==> src/rtl/fifo_sync_ctrl.sv <==
// fifo_sync_ctrl
// Single-clock FIFO on an inferred dual-port RAM. The RAM has a registered read address
// and an asynchronous array read. Both ends use valid/ready handshakes. The read side is
// first-word-fall-through and can move one word per cycle.
//
// Optional feature macro: FIFO_PEAK_EN
//   Adds a peak-level tracker with a clear input.
//
// Ports
//   clk          in   1       rising-edge clock
//   rst          in   1       synchronous active-high reset
//   wr_valid     in   1       producer has a word on wr_data
//   wr_ready     out  1       FIFO accepts a word this cycle
//   wr_data      in   DATA    write word
//   rd_valid     out  1       head word present on rd_data
//   rd_ready     in   1       consumer takes the head word
//   rd_data      out  DATA    head word; don't-care while rd_valid=0
//   level        out  ADDR+1  stored word count, 0..DEPTH
//   almost_full  out  1       level >= AFULL_LVL
//   almost_empty out  1       level <= AEMPTY_LVL
//   peak_clr     in   1       (FIFO_PEAK_EN) load peak with the next level
//   peak         out  ADDR+1  (FIFO_PEAK_EN) highest level since reset or clear
module fifo_sync_ctrl #(
  parameter int DATA       = 8,
  parameter int ADDR       = 6,
  parameter int AFULL_LVL  = 60,
  parameter int AEMPTY_LVL = 4
) (
  input  logic            clk,
  input  logic            rst,
  input  logic            wr_valid,
  output logic            wr_ready,
  input  logic [DATA-1:0] wr_data,
  output logic            rd_valid,
  input  logic            rd_ready,
  output logic [DATA-1:0] rd_data,
  output logic [ADDR:0]   level,
  output logic            almost_full,
  output logic            almost_empty
`ifdef FIFO_PEAK_EN
  ,
  input  logic            peak_clr,
  output logic [ADDR:0]   peak
`endif
);

  localparam int DEPTH = 1 << ADDR;
  localparam logic [ADDR:0]   LVL_FULL = DEPTH[ADDR:0];
  localparam logic [ADDR:0]   LVL_AF   = AFULL_LVL[ADDR:0];
  localparam logic [ADDR:0]   LVL_AE   = AEMPTY_LVL[ADDR:0];
  localparam logic [ADDR:0]   LVL_INC  = {{ADDR{1'b0}}, 1'b1};
  localparam logic [ADDR-1:0] PTR_INC  = {{(ADDR-1){1'b0}}, 1'b1};

  logic [DATA-1:0] mem [DEPTH];

  logic [ADDR-1:0] wr_ptr_q, wr_ptr_d;
  logic [ADDR-1:0] rd_ptr_q, rd_ptr_d;
  logic [ADDR-1:0] raddr_q, raddr_d;
  logic [ADDR:0]   level_q, level_d;
  logic            almost_full_q, almost_full_d;
  logic            almost_empty_q, almost_empty_d;
  logic            wr_fire;
  logic            rd_fire;

  // Full and empty are decided only from the level counter.
  // A full FIFO refuses a write even when a read happens in the same cycle.
  assign wr_ready = ~rst & (level_q != LVL_FULL);
  assign rd_valid = ~rst & (level_q != '0);
  assign wr_fire  = wr_valid & wr_ready;
  assign rd_fire  = rd_valid & rd_ready;

  always_comb begin
    wr_ptr_d = wr_ptr_q;
    rd_ptr_d = rd_ptr_q;
    level_d  = level_q;
    if (wr_fire) wr_ptr_d = wr_ptr_q + PTR_INC;
    if (rd_fire) rd_ptr_d = rd_ptr_q + PTR_INC;
    case ({wr_fire, rd_fire})
      2'b10:   level_d = level_q + LVL_INC;
      2'b01:   level_d = level_q - LVL_INC;
      default: level_d = level_q;
    endcase
    // The read address always tracks the post-pop head. The next head word therefore
    // appears on rd_data in the cycle after a pop, which keeps full throughput.
    raddr_d        = rd_ptr_d;
    almost_full_d  = (level_d >= LVL_AF);
    almost_empty_d = (level_d <= LVL_AE);
  end

  always_ff @(posedge clk) begin
    if (rst) begin
      wr_ptr_q       <= '0;
      rd_ptr_q       <= '0;
      raddr_q        <= '0;
      level_q        <= '0;
      almost_full_q  <= 1'b0;
      almost_empty_q <= 1'b1;
    end else begin
      wr_ptr_q       <= wr_ptr_d;
      rd_ptr_q       <= rd_ptr_d;
      raddr_q        <= raddr_d;
      level_q        <= level_d;
      almost_full_q  <= almost_full_d;
      almost_empty_q <= almost_empty_d;
    end
  end

  // RAM write port. The contents are not reset.
  always_ff @(posedge clk) begin
    if (wr_fire) mem[wr_ptr_q] <= wr_data;
  end

  // A write into an empty FIFO targets the address that raddr_q already holds.
  // The asynchronous array read then shows the new word one cycle after the write.
  // A write never lands on raddr_q while the FIFO holds data. rd_data therefore stays
  // stable while the consumer stalls.
  assign rd_data      = mem[raddr_q];
  assign level        = level_q;
  assign almost_full  = almost_full_q;
  assign almost_empty = almost_empty_q;

`ifdef FIFO_PEAK_EN
  logic [ADDR:0] peak_q, peak_d;

  always_comb begin
    peak_d = peak_q;
    if (peak_clr) begin
      peak_d = level_d;
    end else if (level_d > peak_q) begin
      peak_d = level_d;
    end
  end

  always_ff @(posedge clk) begin
    if (rst) peak_q <= '0;
    else     peak_q <= peak_d;
  end

  assign peak = peak_q;
`endif

endmodule

==> config.mk <==
export PLATFORM = sky130hd
export DESIGN_NAME = fifo_sync_ctrl
export DESIGN_NICKNAME = d
export VERILOG_FILES = /design/src/rtl/fifo_sync_ctrl.sv
export SDC_FILE = /design/constraint.sdc
export NUM_CORES = 1
export LEC_CHECK = 0
export ABC_AREA = 1
export CELL_PAD_IN_SITES_DETAIL_PLACEMENT = 1
export CELL_PAD_IN_SITES_GLOBAL_PLACEMENT = 1
export CORE_MARGIN = 3
export CORE_UTILIZATION = 47
export CTS_CLUSTER_SIZE = 30
export DETAILED_ROUTE_END_ITERATION = 12
export DONT_BUFFER_PORTS = 1
export GPL_ROUTABILITY_DRIVEN = 0
export GPL_TIMING_DRIVEN = 0
export PLACE_DENSITY_LB_ADDON = 0.1
export RECOVER_POWER = 50
export SLEW_MARGIN = 20
export SYNTH_ARGS = -nofsm -noshare
export SYNTH_HDL_FRONTEND = slang
export SYNTH_SLANG_ARGS = --single-unit
==> constraint.sdc <==
create_clock -name clk -period 5.65 [get_ports clk]
set_input_delay 1.13 -clock clk [delete_from_list [all_inputs] [get_ports clk]]
set_output_delay 1.13 -clock clk [all_outputs]
set_load 0.05 [all_outputs]
==> impl_results.md <==
- Setup crit start: level[1]
- Switching Share: 0.2796
- Ranking of synthesized cells by area: edfxtp_1 (69%), nand2_1 (5.9%), nor2_1 (5.8%)
- Worst vdd ir: 0.0002781 V
- Post-CTS Setup Inserts: 0
- F_max: 210.1 MHz
- Cell Area, Synth: 0.02215 sq mm
- Startpoint types: register
- Fin util: 0.5360
- Type of the worst setup path: reg -> reg
- Vias in the first global route: 15,910
- H-tree levels: 2
- Outcome: complete, no violations
- Port Buffers: 0
- Yosys warns: 0
- Unrepaired setup endpoints after global routing: false
- Logic pwr share: 0.151
- Clock Skews: 12.50 ps
- Pleak: 8.503 nW
- Synth Net Count: 1,905
- Die area: 0.04976 sq mm
- Finished Cell Area: 0.02464 sq mm
- # fillers: 4,794
- Clock Root Buffer: clkbuf_16
- Number of I/O pins: 31
- P_int: 6.820 mW
- Final setup vio count: 0
- Initial Util: 0.4818
- Clock power frac: 0.378
- Max_slew headroom: 0.1711
- Diodes inserted: 0
- Die X: 223.1 microns
- Fin. Hold Viols: 0
- DR WL/cell: 28.29 microns
- CTS tree: done
- Clock transition at the registers of the reported paths: 60 ps
- CP Data Arrival Time: around 5000 ps
- # hold bufs at CTS: 0
- Register share of total power: 0.472
- Setup slack after layout: 891.3 ps
- GRT Total Usage: 0.2925
- Final ANT Viol Nets: 0
- DRC: 0
- Top-area cell type share of the netlist area: 0.6942
- Sink Count: between 500 and 600
- Sw power: ~2.6 mW
- CP Capture Point: mem[51][6]
- Via-per-instance ratio: 6.019
- Register area share after synthesis: 0.7186
- Pre-CTS worst setup slack: 936.9 ps
- Area grow syn2layout: 11.24%
- Critical Path End Type: register
- Post-Place Cell Area: about 0.023 sq mm
- Pwr Total: 9.467 mW
- Clk Latency, worst-skew pair: 600 ps
- CTS Buf Count: 55
- Layout cells sized above 1: 0.07437
- Avg Inst Size Synth: 11.73 sq um
- R2r worst-path depth: 8
- Power Dens Cells: 384.2 mW/mm^2
- Total number of vias: 15,590
- Initial antenna violation count: 0
- Syn Inst Count: 1,888
- Final period util: 0.8422
- Final Critical Period: around 4800 ps
- Commonest non-fill, non-tap cells in the layout: edfxtp_1 (512), nand2_1 (346), nor2_1 (344)
- Most common cell after layout, fill and taps aside: edfxtp_1
- Row count: around 80
- Number of instances resized during post-cts repair: 0
- Core area: between 0.04 and 0.05 sq mm
- Worst Path Required: 5870 ps
- First-pass GRT wire length: 106.5 mm
- Final global-route overflow total: 0
- Slew Limit Fails: 0
- RR Endpoint: mem[51][6]
- Worst r2r src: level[1]
- Unique masters post-synth: 32
- Hpwl dp: 48.97 mm
- Flops & latches, synth: 539
- Synth area leader: edfxtp_1
- Bufs on Longest Clock Path: 3
- Largest net degree at the start of global routing: 65
- Worst-path fanout max: 8
- Fin Setup TNS: 0 ps
- R2r setup slk: 890 ps
- Max cap viols: 0
- Post-Route WL: 73.27 mm
- Slew @ Worst Pin: 1238 ps
- Worst min-delay path class: reg -> reg
- Final net count: approximately 2,000
- Die Y: approximately 220 microns
- DRT Pass-1 Iters: 5
- Initial DRC Count: 1,312
## per-layer routing
layer	up-vias	share of wire	GRT usage
li1	6865	-	-
met1	8008	0.42	0.4026
met2	595	0.48	0.4857
met3	122	0.068	0.04605
met4	0	0.030	0.08306
met5	-	0	0
## flip-flops by register name, summed over array words and instances (netlist names), named ones only
name,cells
mem,512
level,7
raddr_q,6
wr_ptr_q,6
almost_empty,1
almost_full,1
## cells by family (layout without fill, tap and decap cells)
group | after synthesis | after routing | synth area share
DFF | 539 | 539 | 0.7186
xor gates and xnor gates | 7 | 7 | 0.002768
buffers and inverters | 152 | 254 | 0.03689
adders and majority gates | 5 | 5 | 0.002825
AOI/OAI and AO/OA | 405 | 405 | 0.09988
and+or+nand+nor | 780 | 780 | 0.1391
## per-stage QoR
| step | instances | hold slack [ps] |
|---|---|---|
| global placement | 2488 | 505.7 |
| floorplan | 1888 | 471.2 |
| CTS | 2590 | 534.4 |
| detailed placement | 2489 | 525.4 |
| finish | 2590 | 525.3 |
| global route | 2590 | 549.9 |
## worst min-delay path by stage
| stage | startpoint | endpoint | slack [ps] | depth (start not counted) |
|---|---|---|---|---|
| global route | raddr_q[5] | raddr_q[5] | 550 | 2 |
| finish | raddr_q[1] | raddr_q[1] | 530 | 2 |
| detailed placement | raddr_q[4] | raddr_q[4] | 530 | 2 |
| floorplan | raddr_q[5] | register | 470 | 2 |
| global placement | raddr_q[4] | raddr_q[4] | 510 | 2 |
| CTS | raddr_q[4] | raddr_q[4] | 530 | 2 |
## area by class of cell
type / count / area (sq um) / area share
well taps: 600 / 750.7 / 0.03047
plain buffers: 113 / 666.9 / 0.02707
clock buffers: 75 / 1514 / 0.06145
flip-flops and latches: 539 / 15920 / 0.6460
clock inverters: 26 / 227.7 / 0.009243
repair buffers: 1 / 3.754 / 0.0001524
multi-input cells: 1197 / 5410 / 0.2196
inverters: 39 / 148.9 / 0.006043
## critical path, cell delays in order (launching register included)
cell and delay [ps]:
dfxtp_1 720, inv_1 210, nand3_1 200, clkinv_1 80, a31oi_1 870, nand2_1 300
nor2_1 300, nand3_1 580, nor2_1 1090
## cell usage after synthesis, drive strengths merged
cell type and instances:
clkbuf 52, nor3 4, o22ai 128, nand2 347
a21boi 1, o21ai 262, dfxtp 27, xnor2 2
ha 5, a21oi 12, edfxtp 512, buf 61
xor2 5, nor4 1, nand3 78, nor2 344
nand4 6, o21a 1, a31oi 1, inv 39
## power groups by stage
| stage | Clock [mW] | Combinational, mW | Sequential, mW |
|---|---|---|---|
| 3_5_place_dp | 0 | 1.40 | 4.55 |
| 5_1_grt | 3.76 | 1.53 | 4.47 |
| 3_3_place_gp | 0 | 1.37 | 4.55 |
| 4_1_cts | 3.60 | 1.41 | 4.47 |
| 2_1_floorplan | 0 | 0.864 | 4.54 |
| 6_report | 3.58 | 1.43 | 4.46 |
Note: power is estimated with default switching activity, not from simulation.
